`src/rtl/time_surface_pkg.sv`:
```
// Shared types and default geometry for the time-surface scan path.
package time_surface_pkg;

    localparam int DEF_GRID_SIZE  = 32;
    localparam int NUM_CELLS      = DEF_GRID_SIZE * DEF_GRID_SIZE;
    localparam int DEF_ADDR_BITS  = 10;
    localparam int DEF_VALUE_BITS = 8;

    typedef enum logic [1:0] {
        IDLE  = 2'd0,
        SCAN  = 2'd1,
        DRAIN = 2'd2
    } scan_state_t;

    // Shape of one streamed feature at the default geometry.
    typedef struct packed {
        logic [DEF_ADDR_BITS-1:0]  addr;
        logic [DEF_VALUE_BITS-1:0] data;
        logic                      last;
    } feat_t;

endpackage

```
`src/rtl/scan_feature_fifo.sv`:
```
// Small synchronous FIFO holding returned features ahead of the valid/ready port.
module scan_feature_fifo
    import time_surface_pkg::*;
#(
    parameter type T     = feat_t,
    parameter int  DEPTH = 4,
    localparam int PTR_W = $clog2(DEPTH)
) (
    input  logic           clk,
    input  logic           rst_n,
    input  logic           clear,
    input  logic           push,
    input  T               wr_data,
    input  logic           pop,
    output T               rd_data,
    output logic           empty,
    output logic [PTR_W:0] count
);

    T                 mem [DEPTH];
    logic [PTR_W-1:0] wr_ptr;
    logic [PTR_W-1:0] rd_ptr;
    logic             full;
    logic             do_pop;

    assign empty   = (count == '0);
    assign full    = (count == (PTR_W+1)'(DEPTH));
    assign do_pop  = pop && !empty;
    assign rd_data = mem[rd_ptr];

    always_ff @(posedge clk or negedge rst_n) begin
        if (!rst_n) begin
            wr_ptr <= '0;
            rd_ptr <= '0;
            count  <= '0;
        end else if (clear) begin
            wr_ptr <= '0;
            rd_ptr <= '0;
            count  <= '0;
        end else begin
            if (push)   wr_ptr <= wr_ptr + 1'b1;
            if (do_pop) rd_ptr <= rd_ptr + 1'b1;
            count <= count + (PTR_W+1)'(push) - (PTR_W+1)'(do_pop);
        end
    end

    always_ff @(posedge clk) begin
        if (push) mem[wr_ptr] <= wr_data;
    end

    // Upstream credit accounting must make an overflowing write impossible.
    a_no_overflow: assert property (@(posedge clk) disable iff (!rst_n) !(push && full));

endmodule

```
`src/rtl/time_surface_scanner.sv`:
```
// Sweeps every encoder cell in address order, streams values out with credit-based
// read issue, and accumulates per-frame sum / max / non-zero count.
module time_surface_scanner
    import time_surface_pkg::*;
#(
    parameter int GRID_SIZE    = DEF_GRID_SIZE,
    parameter int ADDR_BITS    = DEF_ADDR_BITS,
    parameter int VALUE_BITS   = DEF_VALUE_BITS,
    parameter int READ_LATENCY = 2,
    parameter int FIFO_DEPTH   = 4
) (
    input  logic                          clk,
    input  logic                          rst_n,
    input  logic                          start,
    output logic                          busy,
    output logic                          done,
    output logic                          ts_read_enable,
    output logic [ADDR_BITS-1:0]          ts_read_addr,
    input  logic [VALUE_BITS-1:0]         ts_read_value,
    output logic                          feat_valid,
    input  logic                          feat_ready,
    output logic [VALUE_BITS-1:0]         feat_data,
    output logic [ADDR_BITS-1:0]          feat_addr,
    output logic                          feat_last,
    output logic [VALUE_BITS+ADDR_BITS-1:0] frame_sum,
    output logic [VALUE_BITS-1:0]         frame_max,
    output logic [ADDR_BITS:0]            frame_active,
    output logic                          stats_valid
);

    localparam int N_CELLS = GRID_SIZE * GRID_SIZE;
    localparam int SUM_W   = VALUE_BITS + ADDR_BITS;
    localparam int PTR_W   = $clog2(FIFO_DEPTH);
    localparam int CNT_W   = PTR_W + 2;
    localparam logic [ADDR_BITS-1:0] LAST_ADDR = ADDR_BITS'(N_CELLS - 1);

    typedef struct packed {
        logic [ADDR_BITS-1:0]  addr;
        logic [VALUE_BITS-1:0] data;
        logic                  last;
    } feat_entry_t;

    scan_state_t state, state_next;

    logic [ADDR_BITS-1:0]                         issue_addr;
    logic [READ_LATENCY-1:0]                      vld_pipe;
    logic [READ_LATENCY-1:0][ADDR_BITS-1:0]       addr_pipe;
    logic [CNT_W-1:0]                             inflight;
    logic [PTR_W:0]                               fifo_count;
    logic                                         fifo_empty;
    feat_entry_t                                  push_entry, head;
    logic                                         start_ok, issue, last_issue, push, pop, last_hs;
    logic [SUM_W-1:0]                             acc_sum;
    logic [VALUE_BITS-1:0]                        acc_max;
    logic [ADDR_BITS:0]                           acc_active;

    always_comb begin
        inflight = '0;
        for (int i = 0; i < READ_LATENCY; i++) inflight = inflight + CNT_W'(vld_pipe[i]);
    end

    // Credits count both buffered and still-returning reads, so a push always has room.
    assign start_ok   = (state == IDLE) && start;
    assign issue      = (state == SCAN) && ((CNT_W'(fifo_count) + inflight) < CNT_W'(FIFO_DEPTH));
    assign last_issue = issue && (issue_addr == LAST_ADDR);
    assign push       = vld_pipe[READ_LATENCY-1];
    assign pop        = feat_valid && feat_ready;
    assign last_hs    = pop && head.last;

    assign push_entry.addr = addr_pipe[READ_LATENCY-1];
    assign push_entry.data = ts_read_value;
    assign push_entry.last = (addr_pipe[READ_LATENCY-1] == LAST_ADDR);

    always_comb begin
        state_next = state;
        case (state)
            IDLE:    if (start)      state_next = SCAN;
            SCAN:    if (last_issue) state_next = DRAIN;
            DRAIN:   if (last_hs)    state_next = IDLE;
            default:                 state_next = IDLE;
        endcase
    end

    always_ff @(posedge clk or negedge rst_n) begin
        if (!rst_n) begin
            state        <= IDLE;
            issue_addr   <= '0;
            vld_pipe     <= '0;
            addr_pipe    <= '0;
            acc_sum      <= '0;
            acc_max      <= '0;
            acc_active   <= '0;
            frame_sum    <= '0;
            frame_max    <= '0;
            frame_active <= '0;
            done         <= 1'b0;
        end else begin
            state <= state_next;
            done  <= (state == DRAIN) && last_hs;
            if (start_ok) begin
                issue_addr <= '0;
                acc_sum    <= '0;
                acc_max    <= '0;
                acc_active <= '0;
            end else begin
                if (issue && !last_issue) issue_addr <= issue_addr + 1'b1;
                if (push) begin
                    acc_sum    <= acc_sum + SUM_W'(ts_read_value);
                    acc_active <= acc_active + (ADDR_BITS+1)'(ts_read_value != '0);
                    if (ts_read_value > acc_max) acc_max <= ts_read_value;
                end
            end
            for (int i = READ_LATENCY - 1; i > 0; i--) begin
                vld_pipe[i]  <= vld_pipe[i-1];
                addr_pipe[i] <= addr_pipe[i-1];
            end
            vld_pipe[0]  <= issue;
            addr_pipe[0] <= issue_addr;
            // The last push always lands before the last pop, so accumulators are final here.
            if ((state == DRAIN) && last_hs) begin
                frame_sum    <= acc_sum;
                frame_max    <= acc_max;
                frame_active <= acc_active;
            end
        end
    end

    scan_feature_fifo #(
        .T     (feat_entry_t),
        .DEPTH (FIFO_DEPTH)
    ) u_fifo (
        .clk     (clk),
        .rst_n   (rst_n),
        .clear   (start_ok),
        .push    (push),
        .wr_data (push_entry),
        .pop     (pop),
        .rd_data (head),
        .empty   (fifo_empty),
        .count   (fifo_count)
    );

    assign busy           = (state != IDLE);
    assign stats_valid    = done;
    assign ts_read_enable = issue;
    assign ts_read_addr   = issue_addr;
    assign feat_valid     = !fifo_empty;
    // Head storage is not reset; mask it so idle outputs read as zero.
    assign feat_data      = feat_valid ? head.data : '0;
    assign feat_addr      = feat_valid ? head.addr : '0;
    assign feat_last      = feat_valid && head.last;

endmodule

```
`config.mk`:
```
export PLATFORM = sky130hd
export DESIGN_NAME = time_surface_scanner
export DESIGN_NICKNAME = d
export VERILOG_FILES = /design/src/rtl/time_surface_pkg.sv /design/src/rtl/scan_feature_fifo.sv /design/src/rtl/time_surface_scanner.sv
export SDC_FILE = /design/constraint.sdc
export NUM_CORES = 1
export LEC_CHECK = 0
export BUFFER_PORTS_ARGS = -buffer_cell sky130_fd_sc_hd__buf_2
export CORE_ASPECT_RATIO = 1.1
export CORE_MARGIN = 2
export CORE_UTILIZATION = 30
export DETAILED_ROUTE_END_ITERATION = 10
export PLACE_DENSITY_LB_ADDON = 0.05
export SLEW_MARGIN = 20
export SYNTH_ARGS = -nofsm -noshare
export SYNTH_HDL_FRONTEND = slang
export SYNTH_SLANG_ARGS = --single-unit
```
`constraint.sdc`:
```
create_clock -name clk -period 2.9 [get_ports clk]
set_input_delay 0.29 -clock clk [delete_from_list [all_inputs] [get_ports clk]]
set_output_delay 0.29 -clock clk [all_outputs]
set_load 0.02 [all_outputs]
```
==> results_tabular.tex <==
\begin{tabular}{lr}
\hline
Metric & Value \\
\hline
\multicolumn{2}{l}{\textbf{Outcome}} \\
\quad Result of the run & finished, final reports clean \\
\multicolumn{2}{l}{\textbf{Clock tree}} \\
\quad TritonCTS buffer count & 17 \\
\quad \# Post-CTS Setup Buffers & 0 \\
\quad CTS HTree Levels & 4 \\
\quad Number of buffers between clock root and the deepest sink & 2 \\
\quad Root Buffer Master & clkbuf\_16 \\
\quad Post-CTS clock slew at the launch and capture registers of the worst setup and hold paths & 70 ps \\
\quad Clock tree sinks & 192 \\
\quad Clock tree from TritonCTS & yes \\
\quad Worst skew pair latency & 440 ps \\
\multicolumn{2}{l}{\textbf{Placed design}} \\
\quad Final HPWL from detailed placement & 11900 µm \\
\quad Final RePlAce weighted congestion & 0.777 \\
\quad Port-buffer cells & 82 \\
\multicolumn{2}{l}{\textbf{Setup path}} \\
\quad Worst Path Buf+Inv & 2 \\
\quad Crit path required time & 2610 ps \\
\quad Worst path arrival time & 2400 ps \\
\quad Kind of end point of the critical path & output pin \\
\quad Reg-to-reg setup timing slack & 410 ps \\
\quad Launch point of the worst path & vld\_pipe[0]\$\_DFF\_PN0\_ \\
\quad Reg2reg start & u\_fifo.count[0]\$\_DFF\_PN0\_ \\
\quad CP startpoint kind & register \\
\quad Critical path's top delay family & compound AO/OA/AOI/OAI gates \\
\quad Largest incremental delay on the critical path & 530 ps \\
\quad Worst reg2reg path depth & 5 \\
\quad Cell count along the critical path & 6 \\
\quad Critical path's slowest cell & o21ai\_0 \\
\quad Critical Setup Path Class & reg2out \\
\quad Critical Path Sink & ts\_read\_enable \\
\quad Reg2Reg Capture Point & frame\_active[0]\$\_DFFE\_PN0P\_ \\
\quad Top fanout value on the critical path & 5 \\
\quad Cells traversed along the worst timing path & ha\_1, a21oi\_1, nor4bb\_1, o21ai\_0, inv\_1, buf\_2 \\
\multicolumn{2}{l}{\textbf{Power}} \\
\quad Largest vdd supply drop & around 0.42 mV \\
\quad Leakage power summed over all cells & 4.13 nW \\
\quad Pwr dens & 1020 mW/mm² \\
\multicolumn{2}{l}{\textbf{Finish}} \\
\quad Leading cell type in the layout, fill and taps excluded & dfrtp\_1 \\
\quad Commonest cells after routing, fill and taps aside & 116 x dfrtp\_1, 81 x buf\_2, 76 x edfxtp\_1 \\
\quad Post-route core utilization & 35.8\% \\
\quad Area growth from synthesis to layout & 18.2\% \\
\quad \# diodes & 0 \\
\quad Number of nets in the final layout & between 700 and 800 \\
\quad Share of final-layout standard cells stronger than drive strength 1 & 24.7\% \\
\multicolumn{2}{l}{\textbf{STA}} \\
\quad Tightest Pin Transition & 1020 ps \\
\quad Final Cycle Share & 92.9\% \\
\quad Setup TNS & 0 ps \\
\quad Min Hold Slack & 191 ps \\
\quad Number of hold violations in the final report & 0 \\
\quad Number of setup violations in the final report & 0 \\
\quad Normalized max-slew margin & 31.8\% \\
\quad Highest clock frequency the design can meet & 371 MHz \\
\quad Setup Skew & 15.9 ps \\
\quad Minimum clock period after layout & 2690 ps \\
\quad Count of pins over their slew limit & 0 \\
\quad Unrepaired setup endpoints after global routing & false \\
\multicolumn{2}{l}{\textbf{Routing}} \\
\quad Initial DRC Count & $\sim$230 \\
\quad Number of optimization iterations in the first detailed-route pass & 4 \\
\quad Remaining number of nets flagged by the antenna check after routing & 0 \\
\quad Remaining DRCs & 0 \\
\quad Via Count & 5024 \\
\quad Routed wire length per instance & about 17 µm \\
\quad Detail-routed via count per cell & $\sim$4.8 \\
\quad Wire length after detailed routing & 18200 µm \\
\multicolumn{2}{l}{\textbf{Logic synthesis}} \\
\quad Unique masters post-synth & between 40 and 50 \\
\quad Post-Syn Instances & 584 \\
\quad Synth warn & 0 \\
\quad Synthesized cell area & around 0.0081 mm² \\
\quad Synthesized flop and latch total & around 190 \\
\quad Net count after synthesis & between 600 and 700 \\
\quad Sequential area share after synthesis & 63.8\% \\
\quad Mean cell area of the mapped netlist & 13.9 µm² \\
\multicolumn{2}{l}{\textbf{Global route}} \\
\quad First-pass GRT wire length & between 20000 and 30000 µm \\
\quad Maximum number of pins on one net before global-route repair & 55 \\
\quad Initial antenna violation count & 0 \\
\quad Overall global routing resource usage & a little over an eighth \\
\quad Overall overflow remaining after global route & 0 \\
\quad Vias in the first global route & 5380 \\
\multicolumn{2}{l}{\textbf{Job}} \\
\quad Count of maximum capacitance violations & 0 \\
\multicolumn{2}{l}{\textbf{Floorplan}} \\
\quad Overall die area & 0.0284 mm² \\
\quad Count of standard-cell rows & 63 \\
\quad Num ports & 83 \\
\quad Y dimension of the die & 177 µm \\
\quad Core Box Area & approximately 0.027 mm² \\
\quad Horizontal die dimension & approximately 160 µm \\
\quad Starting Density & 30.3\% \\
\multicolumn{2}{l}{\textbf{Min path}} \\
\quad Min-Delay Path Class & in2reg \\
\hline
\end{tabular}
-- flip-flops by register name, summed over array words and instances, names as in the netlist, 8 cells and up --
register and flops:
frame_active 11, frame_sum 18, u_fifo.mem 76, addr_pipe 20, ts_read_addr 10, acc_max 8
frame_max 8, acc_active 11, acc_sum 18
-- where the power goes --
group | switching, mW | leakage [nW] | internal (mW)
Sequential | 0.495 | 2.21 | 3.63
Combinational | 1.94 | 1.63 | 1.35
Clock | 1.13 | 0.284 | 1.23
Total | 3.56 | 4.13 | 6.20
-- timing repair --
action | CTS | global route
gates resized for setup | 0 | 0
setup endpoints to repair | 0 | 0
hold buffers | 1 | 0
hold endpoints to repair | 46 | 0
-- worst reg2reg max path: cells and delay by family, from the launching register on --
family,cells,cell delay (ps)
flip-flops,1,390
multiplexers,1,450
AND/OR/NAND/NOR,4,1550
-- metrics by stage --
step / instances / power (mW) / cell area (µm²) / setup slack (ps)
after global placement: 1015 / 7.47 / 9000 / 457
after floorplan: 584 / 6.39 / 8130 / 717
after detailed placement: 1015 / 7.54 / 9000 / 338
final: 1048 / 9.76 / 9610 / 207
after CTS: 1048 / 9.95 / 9610 / 166
after global routing: 1048 / 10.5 / 9610 / 0.954
-- how the worst min path moves through the flow --
stage,start,endpoint,slack (ps),cells after the start
2_1_floorplan,rst_n,acc_active[0]$_DFFE_PN0P_,-6,0
3_3_place_gp,addr_pipe[7]$_DFF_PN0_,addr_pipe[17]$_DFF_PN0_,340,0
3_5_place_dp,addr_pipe[4]$_DFF_PN0_,addr_pipe[14]$_DFF_PN0_,340,0
4_1_cts,ts_read_value[0],u_fifo.mem[3][1]$_DFFE_PP_,190,1
5_1_grt,ts_read_value[0],u_fifo.mem[3][1]$_DFFE_PP_,200,1
6_report,ts_read_value[0],u_fifo.mem[3][1]$_DFFE_PP_,190,1
-- final cells by class --
cell class                      instances  area [µm²]
Inverter                               20        75.1
Sequential cell                       192        5180
Clock buffer                           17         425
Multi-Input combinational cell        349        2760
Fill cell                            2633       17200
Timing Repair Buffer                   98         548
Tap cell                              357         447
Clock inverter                         15         168
-- cells in the mapped netlist, drive strengths merged --
library cell | number | area [µm²]
nand3b | 2 | 15.0
and4 | 1 | 8.76
ha | 27 | 338
fa | 2 | 40.0
edfxtp | 76 | 2280
nor2b | 3 | 18.8
o221a | 1 | 11.3
or4 | 7 | 52.6
mux2 | 37 | 417
clkbuf | 14 | 52.6
o21ba | 1 | 10.0
xnor2 | 5 | 43.8
nor2 | 30 | 113
a21o | 3 | 22.5
mux2i | 8 | 80.1
a211o | 1 | 8.76
o31ai | 6 | 45.0
and3 | 2 | 12.5
mux4 | 19 | 428
nor3b | 2 | 15.0
buf | 9 | 60.1
nor3 | 3 | 15.0
nor4 | 3 | 18.8
or3 | 10 | 62.6
or2 | 3 | 18.8
inv | 20 | 75.1
nand3 | 22 | 110
o211ai | 11 | 82.6
nor4bb | 1 | 10.0
a21oi | 30 | 150
xor2 | 11 | 96.3
a211oi | 3 | 22.5
a21boi | 1 | 7.51
nand4 | 11 | 68.8
o21ai | 25 | 125
a31oi | 2 | 12.5
nand2 | 29 | 109
and2 | 26 | 163
dfrtp | 116 | 2900
o21a | 1 | 7.51
-- kinds of logic (layout without fill, tap and decap cells) --
| logic type | count (synthesis) | after routing | share of synthesized area [%] |
|---|---|---|---|
| flops | 192 | 192 | 63.8 |
| compound gates | 85 | 85 | 6.22 |
| mux | 64 | 64 | 11.4 |
| xor+xnor | 16 | 16 | 1.72 |
| fa+ha+maj | 29 | 29 | 4.65 |
| simple gates | 155 | 155 | 9.97 |
| buf+inv | 43 | 150 | 2.31 |
-- layer usage --
layer / part of all wire (%) / up-vias / track usage [%]
met2: 49 / 89 / 23.0
met4: 1.8 / 0 / 4.99
met3: 3.3 / 19 / 2.74
li1: - / 2340 / -
met5: 0 / - / 0
met1: 45 / 2576 / 17.2
No activity file was read; power rests on OpenSTA's default activity.
